==> config.mk <==
export PLATFORM = sky130hd
export DESIGN_NAME = lmg_move_unpacker_flat
export DESIGN_NICKNAME = d
export VERILOG_FILES = /design/src/rtl/lmg_move_unpacker_if.sv /design/src/rtl/lmg_move_unpacker.sv /design/src/flat_wrapper.sv
export SDC_FILE = /design/constraint.sdc
export NUM_CORES = 1
export LEC_CHECK = 0
export ABC_AREA = 1
export CORE_ASPECT_RATIO = 0.8
export CORE_MARGIN = 3
export CORE_UTILIZATION = 58
export CTS_BUF_LIST = sky130_fd_sc_hd__clkbuf_8
export CTS_CLUSTER_DIAMETER = 50
export DETAILED_ROUTE_END_ITERATION = 16
export PLACE_DENSITY = 0.89
export RECOVER_POWER = 25
export SLEW_MARGIN = 20
export SYNTH_ARGS = -nofsm -noshare
export SYNTH_HDL_FRONTEND = slang
export SYNTH_SLANG_ARGS = --single-unit
==> constraint.sdc <==
create_clock -name clk -period 3.2 [get_ports clk]
set_input_delay 0.48 -clock clk [delete_from_list [all_inputs] [get_ports clk]]
set_output_delay 0.48 -clock clk [all_outputs]
set_load 0.01 [all_outputs]
==> src/rtl/lmg_move_unpacker_if.sv <==
// Move-stream bus: LMG FIFO read side plus the one-move-per-transfer consumer handshake.
interface lmg_move_unpacker_if #(
    parameter int unsigned MV_W   = 19,
    parameter int unsigned CNT_W  = 9,
    parameter int unsigned FIFO_W = 160
);
    logic              lmg_done;
    logic [FIFO_W-1:0] fifo_out;
    logic              fifo_empty;
    logic              rden;
    logic [MV_W-1:0]   mv_data;
    logic              mv_valid;
    logic              mv_ready;
    logic [CNT_W-1:0]  mv_count;
    logic              all_done;

    modport master (
        input  lmg_done, fifo_out, fifo_empty, mv_ready,
        output rden, mv_data, mv_valid, mv_count, all_done
    );

    modport slave (
        output lmg_done, fifo_out, fifo_empty, mv_ready,
        input  rden, mv_data, mv_valid, mv_count, all_done
    );
endinterface

==> src/rtl/lmg_move_unpacker.sv <==
// Drains LMG's packed move FIFO and emits each nonzero 19-bit slot as one valid/ready transfer,
// counting accepted moves and flagging completion once LMG is done and the FIFO is empty.
module lmg_move_unpacker #(
    parameter int unsigned MV_W  = 19,
    parameter int unsigned NSLOT = 8,
    parameter int unsigned CNT_W = 9
) (
    input  logic                 clk,
    input  logic                 reset,
    lmg_move_unpacker_if.master  bus
);
    localparam int unsigned FIFO_W = 160;
    localparam int unsigned WORD_W = MV_W * NSLOT;
    localparam int unsigned IDX_W  = $clog2(NSLOT);
    localparam logic [IDX_W-1:0] LAST_IDX = IDX_W'(NSLOT - 1);

    // READ is the rden cycle; LATCH is the cycle the non-show-ahead FIFO presents the word
    typedef enum logic [2:0] {FETCH, READ, LATCH, SCAN, HOLD, DONE} stateT;

    stateT             state;
    logic [IDX_W-1:0]  idx;
    logic [WORD_W-1:0] wordBuf;
    logic              doneSeen;

    logic [MV_W-1:0]   curSlot;
    logic [MV_W-1:0]   headSlot;
    logic [WORD_W-1:0] wordShifted;
    logic              unusedFifoHi;

    // The buffer shifts left as slots resolve, so the current slot is always the top field
    assign curSlot      = wordBuf[WORD_W-1 -: MV_W];
    assign headSlot     = bus.fifo_out[WORD_W-1 -: MV_W];
    assign wordShifted  = {wordBuf[WORD_W-MV_W-1:0], MV_W'(0)};
    assign unusedFifoHi = ^bus.fifo_out[FIFO_W-1:WORD_W];

    always_ff @(posedge clk) begin
        if (reset) begin
            state        <= FETCH;
            idx          <= '0;
            wordBuf      <= '0;
            doneSeen     <= 1'b0;
            bus.rden     <= 1'b0;
            bus.mv_data  <= '0;
            bus.mv_valid <= 1'b0;
            bus.mv_count <= '0;
            bus.all_done <= 1'b0;
        end else begin
            bus.rden <= 1'b0;
            if (bus.lmg_done) begin
                doneSeen <= 1'b1;
            end

            case (state)
                FETCH: begin
                    if (!bus.fifo_empty) begin
                        bus.rden <= 1'b1;
                        state    <= READ;
                    end else if (doneSeen || bus.lmg_done) begin
                        bus.all_done <= 1'b1;
                        state        <= DONE;
                    end
                end

                READ: begin
                    state <= LATCH;
                end

                // Slot 1 is resolved straight from the FIFO output while the word is captured
                LATCH: begin
                    idx <= '0;
                    if (headSlot != '0) begin
                        wordBuf      <= bus.fifo_out[WORD_W-1:0];
                        bus.mv_data  <= headSlot;
                        bus.mv_valid <= 1'b1;
                        state        <= HOLD;
                    end else begin
                        wordBuf <= {bus.fifo_out[WORD_W-MV_W-1:0], MV_W'(0)};
                        idx     <= IDX_W'(1);
                        state   <= SCAN;
                    end
                end

                SCAN: begin
                    if (curSlot != '0) begin
                        bus.mv_data  <= curSlot;
                        bus.mv_valid <= 1'b1;
                        state        <= HOLD;
                    end else begin
                        wordBuf <= wordShifted;
                        if (idx == LAST_IDX) begin
                            state <= FETCH;
                        end else begin
                            idx <= idx + IDX_W'(1);
                        end
                    end
                end

                HOLD: begin
                    if (bus.mv_ready) begin
                        bus.mv_valid <= 1'b0;
                        wordBuf      <= wordShifted;
                        if (bus.mv_count != {CNT_W{1'b1}}) begin
                            bus.mv_count <= bus.mv_count + CNT_W'(1);
                        end
                        if (idx == LAST_IDX) begin
                            state <= FETCH;
                        end else begin
                            idx   <= idx + IDX_W'(1);
                            state <= SCAN;
                        end
                    end
                end

                DONE: begin
                    bus.all_done <= 1'b1;
                    bus.mv_valid <= 1'b0;
                end

                default: begin
                    state <= FETCH;
                end
            endcase
        end
    end
endmodule

==> src/flat_wrapper.sv <==
// flat-port wrapper written by rule: the top's interface ports become plain ports
module lmg_move_unpacker_flat 
#(
    parameter int unsigned MV_W  = 19,
    parameter int unsigned NSLOT = 8,
    parameter int unsigned CNT_W = 9
)
  (clk, reset, bus_lmg_done, bus_fifo_out, bus_fifo_empty, bus_mv_ready, bus_rden, bus_mv_data, bus_mv_valid, bus_mv_count, bus_all_done);
  lmg_move_unpacker_if #(.MV_W(MV_W), .CNT_W(CNT_W), .FIFO_W((160))) bus_i ();
  input  logic clk;
  input  logic reset;
  input wire logic [$bits(bus_i.lmg_done)-1:0] bus_lmg_done;
  input wire logic [$bits(bus_i.fifo_out)-1:0] bus_fifo_out;
  input wire logic [$bits(bus_i.fifo_empty)-1:0] bus_fifo_empty;
  input wire logic [$bits(bus_i.mv_ready)-1:0] bus_mv_ready;
  output wire logic [$bits(bus_i.rden)-1:0] bus_rden;
  output wire logic [$bits(bus_i.mv_data)-1:0] bus_mv_data;
  output wire logic [$bits(bus_i.mv_valid)-1:0] bus_mv_valid;
  output wire logic [$bits(bus_i.mv_count)-1:0] bus_mv_count;
  output wire logic [$bits(bus_i.all_done)-1:0] bus_all_done;
  assign bus_i.lmg_done = bus_lmg_done;
  assign bus_i.fifo_out = bus_fifo_out;
  assign bus_i.fifo_empty = bus_fifo_empty;
  assign bus_i.mv_ready = bus_mv_ready;
  assign bus_rden = bus_i.rden;
  assign bus_mv_data = bus_i.mv_data;
  assign bus_mv_valid = bus_i.mv_valid;
  assign bus_mv_count = bus_i.mv_count;
  assign bus_all_done = bus_i.all_done;
  lmg_move_unpacker #(.MV_W(MV_W), .NSLOT(NSLOT), .CNT_W(CNT_W)) u_core (.clk(clk), .reset(reset), .bus(bus_i));
endmodule
==> flow_metrics.py, run 1 <==
metrics = {
    "logic_synthesis": {
        "synth-seq-area-share": 0.3908,
        "syn_avg_cell_area_um2": 6.230,
        "synth_fp_nets": 1731,
        "synth.ff_latch_count": 190,
        "syn_area_um2": 9732,
        "synthCells": 1562,
        "ys_types": 29,
        "yosys_warnings": 0,
    },
    "global_routing": {
        "grt.overflow.total": 0,
        "grt_pass1_vias": 9413,
        "grtUsageTotal": 0.2988,
        "antenna_found_initial": 1,
        "grt_pass1_wl_um": 44730,
        "grt_max_degree": 100,
    },
    "worst_hold_path": {
        "hold_depth": 2,
        "hold_path_end": "u_core.bus.all_done",
        "hp-class": "reg -> reg",
        "worstHoldStart": "u_core.bus.all_done",
    },
    "routing": {
        "drt.antenna.violating_nets": 0,
        "dr.first_iter.drc_count": 1045,
        "wl_um": 28010,
        "wl_per_cell_um": 14.62,
        "viasPerCell": 5.472,
        "drc": 0,
        "dr.pass1.iters": 5,
        "num_vias": 10480,
    },
    "floorplanning": {
        "io_pins": 196,
        "start_util": 0.6042,
        "num_rows": 41,
        "dieArea_um2": 18380,
        "core_area_um2": 16110,
        "die_w_um": 150.8,
        "die_h_um": 121.9,
    },
    "power": {
        "clock_power_share": 0.183,
        "switching_share": 0.4174,
        "power.density_nw_per_um2": 761.1,
        "cellLeakagePower_nw": 5.104,
        "switching_power_mw": 3.802,
        "internal_power_mw": 5.307,
        "vdd_ir_drop_max_mv": 0.5114,
        "p_comb_frac": 0.448,
        "sequentialPowerShare": 0.369,
    },
    "setup_path": {
        "crit_path_frequent_cell": "nor2_1",
        "worst_setup_path_start_kind": "flip-flop",
        "timing.rr.end": "u_core.wordBuf[140]",
        "end_kind": "flip-flop",
        "reg2reg_depth": 8,
        "reg2reg_from": "u_core.wordBuf[145]",
        "rrSetupSlack_ns": 0.59,
        "slowest_delay_ns": 0.81,
        "crit_buf_inv": 1,
        "cp.arrival_ns": 3.02,
        "cp.required_ns": 3.61,
        "critPathTopFamily": "compound AO/OA/AOI/OAI gates",
        "slowest_stage": "a21oi_2",
        "cp_max_fo": 29,
        "worstPathCellList": "nor2_1 -> nand2_1 -> nor2_1 -> nand3_1 -> a21oi_2 -> buf_4 -> o21ai_0 -> nor2_1",
        "worstSetupPathType": "reg -> reg",
    },
    "timing": {
        "fmax_mhz": 383.3,
        "tns_ns": 0,
        "min_period_over_period": 0.8154,
        "rsz0062_at_grt": "no",
        "timing.slew.headroom": 0.07626,
        "report.final.slew_viol_count": 0,
        "final.setup_skew_ns": 0.01554,
        "setup_viol": 0,
        "layout_setup_ws_ns": 0.5909,
        "finalHoldViolCount": 0,
        "worst_pin_slew_ns": 1.386,
        "min_period_ns": 2.609,
    },
    "finish": {
        "fin_nets": 1856,
        "fill_cells": 1354,
        "final_layout_size_suffix_gt1_frac": 0.04059,
        "syn2layout_area_growth_pct": 22.97,
        "diodes": 0,
    },
    "place": {
        "dp_slack_ns": 0.4549,
        "portBuffers": 187,
        "gp_congestion": 0.9260,
        "dp_hpwl_um": 19260,
    },
    "clocking": {
        "cts_buffer_depth": 2,
        "clock_sinks": 190,
        "cts_setup_buffers": 0,
        "clk_latency_ns": 0.47,
        "cts.reportedPaths.clkPinSlew_ns": 0.10,
        "cts_root_buffer": "clkbuf_8",
        "cts_hold_buf": 0,
        "cts_tree": "done",
        "cts-htree-levels": 4,
        "ctsResizeCount": 0,
        "cts_made_buffers": 17,
    },
    "status": {
        "status": "complete, no violations",
    },
    "job": {
        "maxCapViolations": 0,
    },
}
-- cells in the mapped netlist (all sizes together) --
cell type | number | area, µm²
nor3 | 12 | 65.06
clkbuf | 43 | 165.2
clkinv | 1 | 3.750
nor3b | 1 | 7.510
a31oi | 1 | 6.260
buf | 62 | 429.2
dfxtp | 190 | 3804
nor4 | 1 | 6.260
nand2 | 489 | 1843
nor2 | 342 | 1294
nand4 | 3 | 18.77
inv | 41 | 153.9
o21a | 1 | 7.510
ha | 4 | 50.05
a21oi | 32 | 171.4
nand3 | 158 | 800.8
o21ai | 181 | 905.9
-- registers in the layout (all words and copies together) (netlist names) --
register	flops
u_core.bus.mv_data	19
u_core.bus.mv_count	9
u_core.doneSeen	1
u_core.bus.mv_valid	1
u_core.idx	3
u_core.state	3
u_core.bus.rden	1
u_core.bus.all_done	1
u_core.wordBuf	152
-- per-layer routing --
metal / up-vias / global-route usage / part of all wire
met4: 2 / 0.07701 / 0.016
met5: - / 0 / 0.00046
met2: 457 / 0.4672 / 0.45
met1: 4749 / 0.4228 / 0.44
met3: 40 / 0.06285 / 0.098
li1: 5231 / - / -
-- layout by cell type (no fill, tap or decap), drive strengths merged --
master         Yosys  final
nor3              12     12
nand4              3      3
dfxtp            190    190
nor3b              1      1
dlygate4sd3        0     32
nand3            158    158
nor4               1      1
clkdlybuf4s50      0    155
ha                 4      4
nand2            489    489
clkinv             1      6
clkinvlp           0      2
bufinv             0      3
a31oi              1      1
o21ai            181    181
clkbuf            43     19
o21a               1      1
nor2             342    342
inv               41     45
a21oi             32     32
buf               62     23
-- worst min-delay path: stages (launching register included) --
cell and delay, ns:
dfxtp_1 0.32, inv_1 0.04, a21oi_1 0.05
-- cell families (layout without fill, tap and decap cells) --
kind of cell	count (synthesis)	in the layout	share of synthesized area
DFF	190	190	0.3908
and+or+nand+nor	1006	1006	0.4146
adders and majority gates	4	4	0.005143
AOI/OAI and AO/OA	215	215	0.1121
buffers and inverters	147	285	0.07727
-- how the worst max path moves through the flow --
stage	from	endpoint	slack (ns)	cells after the start
after floorplan	u_core.bus.mv_count[0]	u_core.bus.mv_count[7]	1.38	12
after global placement	bus_fifo_out[139]	u_core.wordBuf[66]	0.47	12
after detailed placement	bus_fifo_out[139]	u_core.bus.mv_data[15]	0.45	10
after CTS	u_core.state[0]	u_core.idx[0]	0.85	9
after global routing	u_core.wordBuf[144]	u_core.wordBuf[132]	0.33	8
final	u_core.wordBuf[145]	u_core.wordBuf[140]	0.59	8
-- layout make-up --
type	instances	area [µm²]	area share
Multi-Input combinational cell	1225	5174	0.4323
Sequential cell	190	3804	0.3178
Timing Repair Buffer	211	2148	0.1795
Tap cell	215	269.0	0.02248
Clock buffer	18	247.7	0.02070
Clock inverter	14	163.9	0.01370
Inverter	42	161.4	0.01349
-- metrics by stage --
stage	instance area [µm²]	util	cells	power, mW	hold slack, ns
3_5_place_dp	11580	0.7187	1883	7.472	0.4427
2_1_floorplan	9732	-	1562	6.319	0.4337
4_1_cts	11990	0.7443	1915	9.130	0.4572
5_1_grt	11970	0.7430	1915	9.811	0.4718
3_3_place_gp	11580	0.7187	1883	7.376	0.4412
6_report	11970	0.7430	1915	9.109	0.4511
-- power groups by stage --
stage,Clock [mW],Combinational (mW),Sequential (mW)
detailed placement,0,4.07,3.40
finish,1.67,4.08,3.36
CTS,1.68,4.09,3.36
floorplan,0,2.93,3.39
global placement,0,3.99,3.38
global route,1.77,4.62,3.43
Note: power is estimated with default switching activity, not from simulation.
==> run 2, diff against run 1 <==
Settings changed: CORE_UTILIZATION 58 to 48, PLACE_DENSITY 0.89 to 0.78.
Clock period 3.2 ns to 2.4 ns, I/O delays scaled along.
==> flow_metrics.py, run 2 (synthesized netlist as in run 1, its figures left out) <==
metrics = {
    "clocking": {
        "cts_root_buffer": "clkbuf_8",
        "cts_tree": "done",
        "ctsResizeCount": 0,
        "cts.reportedPaths.clkPinSlew_ns": 0.10,
        "cts_buffer_depth": 2,
        "cts_hold_buf": 0,
        "clk_latency_ns": 0.48,
        "cts_setup_buffers": 0,
        "cts_made_buffers": 17,
        "cts-htree-levels": 4,
        "clock_sinks": 190,
    },
    "setup_path": {
        "end_kind": "flip-flop",
        "crit_buf_inv": 3,
        "reg2reg_from": "u_core.state[2]",
        "critPathTopFamily": "simple AND/OR/NAND/NOR gates",
        "timing.rr.end": "u_core.wordBuf[146]",
        "cp_max_fo": 47,
        "crit_path_frequent_cell": "nor2_1",
        "cp.arrival_ns": 2.59,
        "rrSetupSlack_ns": 0.22,
        "worst_setup_path_start_kind": "flip-flop",
        "worstPathCellList": "inv_2 -> nand3_2 -> clkbuf_2 -> nand2_4 -> nor2_4 -> buf_12 -> nand2_1 -> nand3_1 -> nor2_1 -> nor2_1",
        "cp.required_ns": 2.81,
        "slowest_stage": "dfxtp_1",
        "worstSetupPathType": "reg -> reg",
        "slowest_delay_ns": 0.43,
        "reg2reg_depth": 10,
    },
    "global_routing": {
        "grtUsageTotal": 0.2569,
        "grt_pass1_vias": 9506,
        "grt.overflow.total": 0,
        "grt_max_degree": 70,
        "grt_pass1_wl_um": 46200,
        "antenna_found_initial": 1,
    },
    "floorplanning": {
        "start_util": 0.5010,
        "dieArea_um2": 22030,
        "core_area_um2": 19420,
        "num_rows": 45,
        "die_h_um": 133.4,
        "die_w_um": 165.2,
        "io_pins": 196,
    },
    "timing": {
        "setup_viol": 0,
        "finalHoldViolCount": 0,
        "min_period_ns": 2.180,
        "rsz0062_at_grt": "no",
        "fmax_mhz": 458.7,
        "final.setup_skew_ns": 0.01896,
        "min_period_over_period": 0.9083,
        "report.final.slew_viol_count": 0,
        "timing.slew.headroom": 0.1193,
        "worst_pin_slew_ns": 1.321,
        "tns_ns": 0,
    },
    "finish": {
        "final_layout_size_suffix_gt1_frac": 0.04628,
        "layout_commonest_cell": "nand2_1",
        "fin_nets": 1864,
        "final_cell_mix": "484 x nand2_1, 340 x nor2_1, 190 x dfxtp_1",
        "largest_reg_flops": 152,
        "syn2layout_area_growth_pct": 24.98,
        "reg_top3": "u_core.wordBuf: 152 flops, u_core.bus.mv_data: 19 flops, u_core.bus.mv_count: 9 flops",
        "fin_cells": 1967,
        "top_register": "u_core.wordBuf",
    },
    "worst_hold_path": {
        "hold_depth": 2,
        "worstHoldStart": "u_core.bus.all_done",
        "hold_path_end": "u_core.bus.all_done",
        "hp-class": "reg -> reg",
    },
    "job": {
        "maxCapViolations": 0,
    },
    "status": {
        "status": "complete, no violations",
    },
    "place": {
        "place_inst": 1934,
        "gp_congestion": 0.8645,
        "dp_hpwl_um": 19880,
        "portBuffers": 187,
    },
    "routing": {
        "met3_length_um": 2332,
        "drt.antenna.violating_nets": 0,
        "viasPerCell": 5.302,
        "wl_um": 28920,
        "dr.pass1.iters": 5,
        "routed.top_layer": "met4",
        "drt-met1-wl_um": 13460,
        "dr_wl_met2_um": 12770,
        "wl_per_cell_um": 14.70,
        "drc": 0,
        "num_vias": 10430,
        "dr.first_iter.drc_count": 1438,
    },
    "power": {
        "cellLeakagePower_nw": 5.147,
        "vdd_ir_drop_max_mv": 0.6855,
        "power.density_nw_per_um2": 1007,
    },
}
run 2: stage by stage:
stage,hold slack (ns),area [µm²],total power [mW],utilization,worst slack [ns]
after floorplan,0.4337,9732,8.425,-,0.5824
after global placement,0.4425,11770,10.03,0.6058,0.04821
after detailed placement,0.4495,11770,10.14,0.6058,0.008723
after CTS,0.4498,12160,12.31,0.6262,0.3354
after global routing,0.4724,12160,13.21,0.6260,0.06448
final,0.4533,12160,12.25,0.6262,0.2201
run 2: metal layers:
layer	vias to the layer above	track usage
met5	-	0
li1	5246	-
met4	0	0.06195
met3	27	0.05253
met1	4811	0.3700
met2	346	0.3942
run 2: report_power, final:
part	total [mW]	switching, mW	internal (mW)
sequential	4.47	0.435	4.04
clock	2.17	1.23	0.941
combinational	5.61	3.50	2.10
total	12.3	5.17	7.08
run 2: how the worst max path moves through the flow:
stage	end	start	slack [ns]	cells past startpoint
5_1_grt	u_core.wordBuf[42]	u_core.state[2]	0.06	12
6_report	u_core.wordBuf[146]	u_core.state[2]	0.22	10
4_1_cts	u_core.bus.mv_count[7]	u_core.bus.mv_count[0]	0.34	12
3_5_place_dp	u_core.wordBuf[87]	bus_fifo_out[139]	0.009	11
3_3_place_gp	u_core.wordBuf[51]	bus_fifo_out[139]	0.05	11
2_1_floorplan	u_core.bus.mv_count[7]	u_core.bus.mv_count[0]	0.58	12
run 2: area by class of cell:
class / count / area, µm²
fill: 1838 / 7262
multi-input combinational: 1225 / 5191
sequential: 190 / 3804
timing repair buffer: 219 / 2281
tap: 258 / 322.8
clock buffer: 17 / 234.0
clock inverter: 14 / 162.7
inverter: 42 / 162.7
antenna: 2 / 5.005
run 2: tightest hold or removal path: cells and delay by family (launching register included):
family,cells,cell delay (ns)
AO/OA/AOI/OAI,1,0.05
buffers and inverters,1,0.05
flip-flops,1,0.32
